==> src/rtl/float_to_fixed_if.sv <==
// float_to_fixed_if: operand/result bundle for the float-to-fixed converter.
// The master drives the float operand and load strobe; the slave returns the scaled integer.
interface float_to_fixed_if #(
    parameter int EXP_W = 8,
    parameter int INT_W = 32
);
    logic [31:0]      float_in;
    logic             load_new;
    logic [INT_W-1:0] fixed_out;
    logic [EXP_W-1:0] exp_out;
    logic             busy;
    logic             done;
    logic             invalid;

    modport master (
        output float_in, load_new,
        input  fixed_out, exp_out, busy, done, invalid
    );

    modport slave (
        input  float_in, load_new,
        output fixed_out, exp_out, busy, done, invalid
    );
endinterface

==> src/rtl/float_to_fixed.sv <==
// float_to_fixed: multi-cycle IEEE-754 single to minimal odd integer times 2^exp, one trailing zero per clock.
// Define FLOAT_TO_FIXED_SUBNORMAL_EN to decode subnormals; otherwise they flush to zero.
module float_to_fixed #(
    parameter int EXP_W = 8,
    parameter int INT_W = 32
) (
    input logic             clk,
    input logic             reset_n,
    float_to_fixed_if.slave bus
);
    typedef enum logic [1:0] {IDLE, UNPACK, STRIP, FINISH} state_t;

    localparam int E_MIN = -(2 ** (EXP_W - 1));

    state_t             state_q, state_d;
    logic [31:0]        in_q, in_d;
    logic [23:0]        mag_q, mag_d;
    logic signed [9:0]  e_q, e_d;
    logic               s_q, s_d;
    logic               err_q, err_d;
    logic [INT_W-1:0]   fixed_q, fixed_d;
    logic [EXP_W-1:0]   exp_q, exp_d;
    logic               done_q, done_d;
    logic               invalid_q, invalid_d;
    logic [INT_W-1:0]   mag_ext;

    assign mag_ext = {{(INT_W - 24){1'b0}}, mag_q};

    always_comb begin
        state_d   = state_q;
        in_d      = in_q;
        mag_d     = mag_q;
        e_d       = e_q;
        s_d       = s_q;
        err_d     = err_q;
        fixed_d   = fixed_q;
        exp_d     = exp_q;
        invalid_d = invalid_q;
        done_d    = 1'b0;
        case (state_q)
            IDLE: begin
                if (bus.load_new) begin
                    in_d    = bus.float_in;
                    state_d = UNPACK;
                end
            end
            UNPACK: begin
                s_d   = in_q[31];
                err_d = &in_q[30:23];
                mag_d = {1'b1, in_q[22:0]};
                e_d   = $signed({2'b00, in_q[30:23]}) - 10'sd150;
                if (in_q[30:23] == 8'd0) begin
`ifdef FLOAT_TO_FIXED_SUBNORMAL_EN
                    mag_d = {1'b0, in_q[22:0]};
                    // a zero fraction must not trip the underflow check
                    e_d   = (in_q[22:0] == '0) ? 10'sd0 : -10'sd149;
`else
                    mag_d = '0;
                    e_d   = '0;
`endif
                end
                state_d = err_d ? FINISH : STRIP;
            end
            STRIP: begin
                if (mag_q == '0 || mag_q[0]) begin
                    state_d = FINISH;
                end else begin
                    mag_d = mag_q >> 1;
                    e_d   = e_q + 10'sd1;
                end
            end
            FINISH: begin
                state_d   = IDLE;
                done_d    = 1'b1;
                invalid_d = err_q || (int'(e_q) < E_MIN);
                fixed_d   = (invalid_d || mag_q == '0) ? '0 : (s_q ? -mag_ext : mag_ext);
                exp_d     = (invalid_d || mag_q == '0) ? '0 : e_q[EXP_W-1:0];
            end
        endcase
    end

    always_ff @(posedge clk or negedge reset_n) begin
        if (!reset_n) begin
            state_q   <= IDLE;
            in_q      <= '0;
            mag_q     <= '0;
            e_q       <= '0;
            s_q       <= 1'b0;
            err_q     <= 1'b0;
            fixed_q   <= '0;
            exp_q     <= '0;
            done_q    <= 1'b0;
            invalid_q <= 1'b0;
        end else begin
            state_q   <= state_d;
            in_q      <= in_d;
            mag_q     <= mag_d;
            e_q       <= e_d;
            s_q       <= s_d;
            err_q     <= err_d;
            fixed_q   <= fixed_d;
            exp_q     <= exp_d;
            done_q    <= done_d;
            invalid_q <= invalid_d;
        end
    end

    assign bus.fixed_out = fixed_q;
    assign bus.exp_out   = exp_q;
    assign bus.busy      = (state_q != IDLE);
    assign bus.done      = done_q;
    assign bus.invalid   = invalid_q;
endmodule

==> src/flat_wrapper.sv <==
// flat-port wrapper written by rule: the top's interface ports become plain ports
module float_to_fixed_flat 
#(
    parameter int EXP_W = 8,
    parameter int INT_W = 32
)
  (clk, reset_n, bus_float_in, bus_load_new, bus_fixed_out, bus_exp_out, bus_busy, bus_done, bus_invalid);
  float_to_fixed_if #(.EXP_W(EXP_W), .INT_W(INT_W)) bus_i ();
  input logic clk;
  input logic reset_n;
  input wire logic [$bits(bus_i.float_in)-1:0] bus_float_in;
  input wire logic [$bits(bus_i.load_new)-1:0] bus_load_new;
  output wire logic [$bits(bus_i.fixed_out)-1:0] bus_fixed_out;
  output wire logic [$bits(bus_i.exp_out)-1:0] bus_exp_out;
  output wire logic [$bits(bus_i.busy)-1:0] bus_busy;
  output wire logic [$bits(bus_i.done)-1:0] bus_done;
  output wire logic [$bits(bus_i.invalid)-1:0] bus_invalid;
  assign bus_i.float_in = bus_float_in;
  assign bus_i.load_new = bus_load_new;
  assign bus_fixed_out = bus_i.fixed_out;
  assign bus_exp_out = bus_i.exp_out;
  assign bus_busy = bus_i.busy;
  assign bus_done = bus_i.done;
  assign bus_invalid = bus_i.invalid;
  float_to_fixed #(.EXP_W(EXP_W), .INT_W(INT_W)) u_core (.clk(clk), .reset_n(reset_n), .bus(bus_i));
endmodule
==> config.mk <==
export PLATFORM = sky130hd
export DESIGN_NAME = float_to_fixed_flat
export DESIGN_NICKNAME = d
export VERILOG_FILES = /design/src/rtl/float_to_fixed_if.sv /design/src/rtl/float_to_fixed.sv /design/src/flat_wrapper.sv
export SDC_FILE = /design/constraint.sdc
export NUM_CORES = 1
export LEC_CHECK = 0
export BUFFER_PORTS_ARGS = -buffer_cell sky130_fd_sc_hd__buf_2
export CORE_MARGIN = 1
export CORE_UTILIZATION = 40
export CTS_CLUSTER_SIZE = 25
export DETAILED_ROUTE_END_ITERATION = 8
export REMOVE_ABC_BUFFERS = 1
export SETUP_SLACK_MARGIN = 0.2
export SYNTH_ARGS = -nofsm -noshare
export SYNTH_HDL_FRONTEND = slang
export SYNTH_SLANG_ARGS = --single-unit
==> constraint.sdc <==
create_clock -name clk -period 6.5 [get_ports clk]
set_input_delay 1.3 -clock clk [delete_from_list [all_inputs] [get_ports clk]]
set_output_delay 1.3 -clock clk [all_outputs]
set_load 0.05 [all_outputs]
### Yosys cells after proc, flatten, opt, wreduce, memory -nomap -nowiden

Index checks and enable logic that the tools add are counted.

* register bits after elaboration: 112
* bits in latches: 0
* memory bits (writable): 0
* ROM bits: 0
* bits of input ports: 35
* output and inout port bits: 43
* logic and storage cells: 46
* memories kept: 0

* add/subtract/negate cells: 3
* multipliers: 0
* divide/modulo/power cells: 0
* $lt $le $gt $ge: 1
* equal/unequal tests: 6
* shift-type cells: 0
* multiplexer cells: 14
* bitwise operators: 0
* reductions and logical operators: 12

Operator list (number)
* 32-bit 2-to-1 mux: 2
* 24-bit 2-to-1 mux: 2
* 24-bit case mux with 2 select lines: 1
* 24-bit negation with 32-bit output: 1
* 24-bit zero test: 1
* 10-bit 2-to-1 mux: 2
* 10-bit case mux with 2 select lines: 1
* 10-bit by 2-bit adder with 10-bit output, second input constant: 1
* 10-bit by 8-bit less-than comparator with 1-bit output, second input constant: 1
* 8-bit by 8-bit subtractor with 9-bit output, second input constant: 1
* 8-bit zero test: 1
* 8-bit 2-to-1 mux: 1
* 2-bit case mux with 4 select lines: 1
* 8-bit AND reduction: 1
* 2-bit AND reduction: 3
* 2-bit equality test, second input constant: 2
* 2-bit 2-to-1 mux: 2
* 2-bit inequality test, second input constant: 2
* 2-bit nonzero test: 2
* 1-bit logical OR: 3
* 2-bit by 1-bit equality test with 1-bit output, second input constant: 1
* 2-bit zero test: 1
* 1-bit 2-to-1 mux: 2
* 2-bit by 1-bit inequality test with 1-bit output, second input constant: 1

### Depth between registers and ports, before layout

Gate-level depths: netlist (run 1).

* depth after elaboration: 4
* depth in mapped cells: 10
* depth with buffers taken out: 7

### Worst setup path after synthesis (run 1)

No wires, ideal clock.

* kind: flip-flop to output port
* start: register u_core.state_q[0]
* end: output port bus_busy
* arrival time: 1.012 ns
* setup slack: 4.188 ns
* cell stages (with the launch flop): 4
* buffers on the path: 0
* cells stage by stage: dfrtp_1 -> inv_1 -> ha_1 -> inv_1

* cells in the longest elaborated chain, start to end: 1

Ends and longest elaborated chain
* start: declaration: RTL line float_to_fixed.sv:15 `state_t state_q, state_d;`
* start signal: assignment: RTL line float_to_fixed.sv:95 `state_q <= state_d;`
* 2-bit nonzero test: RTL line float_to_fixed.sv:110 `assign bus.busy = (state_q != IDLE);`
* end: declaration: RTL line flat_wrapper.sv:15 `output wire logic [$bits(bus_i.busy)-1:0] bus_busy;`

No other way between the ends.

### Final worst setup path (run 1)

* start: register u_core.state_q[1]
* end: register u_core.fixed_q[28], in the netlist u_core.bus.fixed_out[28]

* cells in the longest elaborated chain, start to end: 1

Ends and longest elaborated chain
* 2-bit equality test: RTL line float_to_fixed.sv:40 `case (state_q)`
* end signal: assignment: RTL line float_to_fixed.sv:101 `fixed_q <= fixed_d;`
* end: declaration: RTL line float_to_fixed.sv:21 `logic [INT_W-1:0] fixed_q, fixed_d;`

No other way between the ends.
A chain may end at the register's enable or synchronous reset.

==> impl_metrics.ini, run 1 <==
[sta]
timing.fmax_ghz = 0.318
setup_viol = 0
setup-tns-final_ns = 0
setup_ws_ns = 3.35
worst_slew_margin_rel = 0.235
hold_viol = 0
rsz0062_at_grt = false
worst_pin_slew_ns = 1.15
period_minus_slack_ns = 3.15
finClkSkew_ns = 0.0117
period_share = 0.484
slew_violations = 0

[place]
place.gp.congestion = 0.829
place_area_sq_um = 5940
dpl.hpwl_microns = 8580
post-place-ws_ns = 3.31
portBuffers = 77

[routing]
via_per_inst = 5.38
drt-total-wl_microns = 12100
antenna_left = 0
remaining_drc_errors = 0
via_count = 4021
wl_per_cell_microns = 16.1
dr.pass1.iters = 4
drt_iter0_drc = 332

[global_routing]
grt_use_total = 0.181
antenna_found_initial = 0
overflow = 0
grt_max_degree = 79
grt_pass1_vias = 3900
grt_first_pass_wirelength_microns = 20300

[setup_path]
cp_data_arrival_time_ns = 3.41
worstPathRequired_ns = 6.77
crit_end = u_core.bus.fixed_out[28]
path_max_fanout = 33
rr_endpoint = u_core.bus.fixed_out[28]
worstRegToRegCells = 6
crit_type = reg2reg
endpoint_kind = register
reg2reg_slack_ns = 3.35
r2r-start = u_core.state_q[1]
critPathLaunch = u_core.state_q[1]
start_kind = register

[clock_network]
cts_made_buffers = 9
cts_sinks = 112
clkLatencyLatePin_ns = 0.35
tritoncts = done
cts_setup_buffers = 0
cts-htree-levels = 3
cts_hold_buf = 0
cts_buffer_depth = 2
clk_pin_slew_worst_paths_ns = 0.08
post_cts_resized = 0
cts-root-buf = clkbuf_16

[floorplanning]
die_w_microns = 119
start_util = 0.412
coreArea_sq_um = 13200
die_h_microns = 119
num_io_pins = 78
dieArea_sq_um = 14100
rows = 42

[finish]
num-nets-final = 609
diodes = 0
fin_util = 0.473
final_area_sq_um = 6260
drive_gt1_frac = 0.252
synthToLayoutAreaGrowth_pct = 14.8

[hold_path]
min_path_type = reg2reg
holdPathStages = 1

[synth]
synthCells = 507
avgSynthCellArea_sq_um = 10.8
ys.warnings.count = 0
synth_top_cell_area_share = 0.514
synth_top_area_cell = dfrtp_1
synth_seq_cells = 112
synth_common_cells = dfrtp_1, nand2_1, mux2_2
mappedNetlistArea_sq_um = 5450
yosys.cell_count.top_type = dfrtp_1
ys_seq_area_frac = 0.514
async_reset_ff_frac = 1.00
synth_flop_cell = dfrtp_1
synth.area.top_cells = dfrtp_1, mux2_2, a22o_1, nand2_1, a31oi_1
synth_cell_types = 55
synth-edff-count = 0

[power]
leakagePower_nw = 2.81
ir_drop_mv = 0.179
power_density_nw_per_um2 = 596

[outcome]
status = complete, no violations

[run]
maxCapViolCount = 0
-- routing by layer --
metal	global-route usage	up-vias	part of all wire
li1	-	1960	-
met1	0.275	1939	0.50
met2	0.260	108	0.44
met3	0.0294	14	0.050
met4	0.0625	0	0.015
met5	0	-	0
-- flip-flops by register name, summed over array words and instances (netlist names) --
| register | cells |
|---|---|
| u_core.state_q | 2 |
| u_core.bus.done | 1 |
| u_core.e_q | 10 |
| u_core.bus.fixed_out | 32 |
| u_core.s_q | 1 |
| u_core.in_q | 32 |
| u_core.bus.exp_out | 8 |
| u_core.mag_q | 24 |
| u_core.bus.invalid | 1 |
| u_core.err_q | 1 |
-- worst max-delay path, stage by stage, from the launching register on --
cell and delay, ns:
dfrtp_1 0.42, ha_1 0.38, inv_1 0.50, a211oi_1 0.61, o31a_1 0.78, nand2_1 0.22, o21ai_0 0.15
-- where the power goes --
part           internal [mW]  switching (mW)
Sequential              1.02           0.353
Clock                  0.339           0.252
Combinational          0.675            1.09
-- kinds of logic after synthesis --
| group | Yosys count | share of synthesized area |
|---|---|---|
| buffers and inverters | 55 | 0.0447 |
| AND/OR/NAND/NOR | 123 | 0.121 |
| XOR/XNOR | 27 | 0.0434 |
| flip-flops | 112 | 0.514 |
| multiplexers | 34 | 0.0700 |
| adder cells (fa/ha/maj) | 8 | 0.0184 |
| AO/OA/AOI/OAI | 148 | 0.188 |
-- final cells by class --
cell class,instances,area (sq um)
clock buffer,9,225
timing repair buffer,80,410
sequential,112,2800
multi-input combinational,340,2420
fill,1266,6990
clock inverter,7,95.1
tap,176,220
inverter,23,86.3
-- stage by stage --
step | hold WS, ns | instances | total power [mW]
after floorplan | 0.448 | 475 | 2.67
after global placement | 0.471 | 731 | 3.10
after detailed placement | 0.468 | 731 | 3.16
after CTS | 0.487 | 747 | 3.76
after global routing | 0.491 | 747 | 4.00
final | 0.480 | 747 | 3.73
-- layout by cell type (no fill, tap or decap), types with 3 or more instances in the layout --
master,Yosys,layout
o31ai_1,11,11
nor3_1,8,8
o21ai_0,21,21
and2_1,22,22
nor4_1,3,3
buf_4,0,4
nor4_2,3,3
mux2_2,33,33
clkbuf_16,0,9
or2_2,3,3
xor2_1,12,12
o22ai_1,4,4
ha_1,8,8
a21oi_1,11,11
dfrtp_1,112,112
o21ai_1,19,19
nand2b_1,4,4
nor2b_1,3,3
or3_1,4,4
inv_1,22,22
xnor2_1,15,15
nor2_1,9,9
o2bb2ai_1,11,11
nand3_1,7,7
buf_2,6,76
a31oi_1,26,26
nand2_1,45,45
o31a_1,4,4
a22o_1,23,23
-- worst min-delay path by stage --
stage / start / endpoint / slack [ns]
2_1_floorplan: u_core.in_q[31] / u_core.s_q / 0.45
3_3_place_gp: u_core.bus.fixed_out[4] / u_core.bus.fixed_out[4] / 0.47
3_5_place_dp: u_core.bus.fixed_out[4] / u_core.bus.fixed_out[4] / 0.47
4_1_cts: u_core.bus.fixed_out[4] / u_core.bus.fixed_out[4] / 0.49
5_1_grt: u_core.bus.fixed_out[4] / u_core.bus.fixed_out[4] / 0.49
6_report: u_core.bus.fixed_out[4] / u_core.bus.fixed_out[4] / 0.48
Power figures use the tool's default switching activity.
==> run 2, diff against run 1 <==
==> constraint.sdc (replaced) <==
create_clock -name clk -period 3.21 [get_ports clk]
set_input_delay 0.642 -clock clk [delete_from_list [all_inputs] [get_ports clk]]
set_output_delay 0.642 -clock clk [all_outputs]
set_load 0.05 [all_outputs]
==> impl_metrics.ini, run 2 (synthesized netlist as in run 1, its figures left out) <==
[setup_path]
slowest_stage = o31a_1
cp_data_arrival_time_ns = 2.82
crit_chain = inv_1 > ha_1 > nor4b_1 > nand4_2 > o31a_1 > nand2_1 > o21ai_0
max_stage_delay_ns = 0.62
path_max_fanout = 23
crit_type = reg2reg
start_kind = register
worstPathRequired_ns = 3.42
critPathBufInv = 1
endpoint_kind = register
cp_top_family = simple AND/OR/NAND/NOR gates

[place]
place_area_sq_um = 5980
portBuffers = 77
dp_cells = 735
dpl.hpwl_microns = 8650
place.gp.congestion = 0.847

[clock_network]
tritoncts = done
clk_pin_slew_worst_paths_ns = 0.07
cts_hold_buf = 0
cts-root-buf = clkbuf_16
post_cts_resized = 0
cts_setup_buffers = 0
cts-htree-levels = 3
clkLatencyLatePin_ns = 0.34
cts_buffer_depth = 2
cts_sinks = 112
cts_made_buffers = 9

[power]
p_sw_mw = 3.40
p_clk_frac = 0.154
comb_power_share = 0.477
leakagePower_nw = 2.83
swShare = 0.450
p_int_mw = 4.15
power_density_nw_per_um2 = 1200
power_frac_seq = 0.369
ir_drop_mv = 0.389

[sta]
timing.fmax_ghz = 0.383
period_share = 0.813
rsz0062_at_grt = false
slew_violations = 0
worst_pin_slew_ns = 0.889
hold_viol = 0
setup_viol = 0
period_minus_slack_ns = 2.61
finClkSkew_ns = 0.00757
worst_slew_margin_rel = 0.402

[routing]
dr.pass1.iters = 4
via_per_inst = 5.39
wl_per_cell_microns = 16.1
via_count = 4046
remaining_drc_errors = 0
antenna_left = 0
drt_iter0_drc = 254
drt-total-wl_microns = 12100

[global_routing]
grt_max_degree = 66
overflow = 0
antenna_found_initial = 0
grt_first_pass_wirelength_microns = 20500
grt_use_total = 0.183
grt_pass1_vias = 3942

[finish]
diodes = 0
mostFrequentLayoutCell = dfrtp_1
most-common-layout-cells = dfrtp_1, buf_2, nand2_1, mux2_2, a31oi_1
fin_cells = 750
fin_util = 0.474
synthToLayoutAreaGrowth_pct = 15.2
final_area_sq_um = 6280
num-nets-final = 613
drive_gt1_frac = 0.253

[hold_path]
min_path_type = in2async

[floorplanning]
rows = 42
dieArea_sq_um = 14100
start_util = 0.412
num_io_pins = 78
coreArea_sq_um = 13200
die_w_microns = 119
die_h_microns = 119

[run]
maxCapViolCount = 0

[outcome]
status = complete, no violations
-- run 2: cell types whose count changed in the layout (fill, tap and decap cells not counted) --
cell	change
clkbuf_1	+2
clkinvlp_4	-1
clkinv_4	-1
inv_6	-1
buf_4	+3
buf_12	+1
-- run 2: power groups by stage --
stage | Sequential, mW | Clock (mW) | Combinational (mW)
after floorplan | 3.27 | 0 | 2.14
after global placement | 2.77 | 0 | 3.55
after detailed placement | 2.81 | 0 | 3.62
after CTS | 2.78 | 1.19 | 3.63
after global routing | 2.90 | 1.24 | 3.97
final | 2.79 | 1.16 | 3.60
-- run 2: path summary, 6_finish.rpt --
kind / endpoint / slack [ns] / start / depth (start not counted)
worst max-delay path: u_core.bus.fixed_out[26] / 0.60 / u_core.mag_q[0] / 7
worst min-delay path: u_core.bus.fixed_out[26] / 0.40 / reset_n / 1
worst max register to register: u_core.bus.fixed_out[26] / 0.60 / u_core.mag_q[0] / 7
worst min register to register: u_core.bus.fixed_out[11] / 0.49 / u_core.bus.fixed_out[11] / 1
max in group asynchronous: u_core.in_q[1] / 2.08 / reset_n / 2
min in group clk: u_core.bus.fixed_out[11] / 0.49 / u_core.bus.fixed_out[11] / 1
-- run 2: through the flow --
step                setup TNS (ns)  total power, mW  hold WS, ns  worst slack, ns
floorplan                   -11.56             5.41        0.346           -0.486
finish                           0             7.55        0.395            0.599
CTS                              0             7.60        0.424            0.620
detailed placement               0             6.43        0.475            0.633
global route                     0             8.11        0.465            0.341
global placement                 0             6.33        0.468            0.765
-- run 2: layer usage --
metal	vias up	wire length [microns]	global-route usage
li1	1964	-	-
met5	-	0	0
met3	7	442	0.0208
met2	83	5440	0.273
met1	1992	6110	0.273
met4	0	112	0.0696
-- run 2: cell type report --
class                           instances  area [sq um]
Timing Repair Buffer                   84           453
Inverter                               23          86.3
Fill cell                            1299          6960
Clock inverter                          4          70.1
Multi-Input combinational cell        340          2420
Sequential cell                       112          2800
Tap cell                              176           220
Clock buffer                           11           233
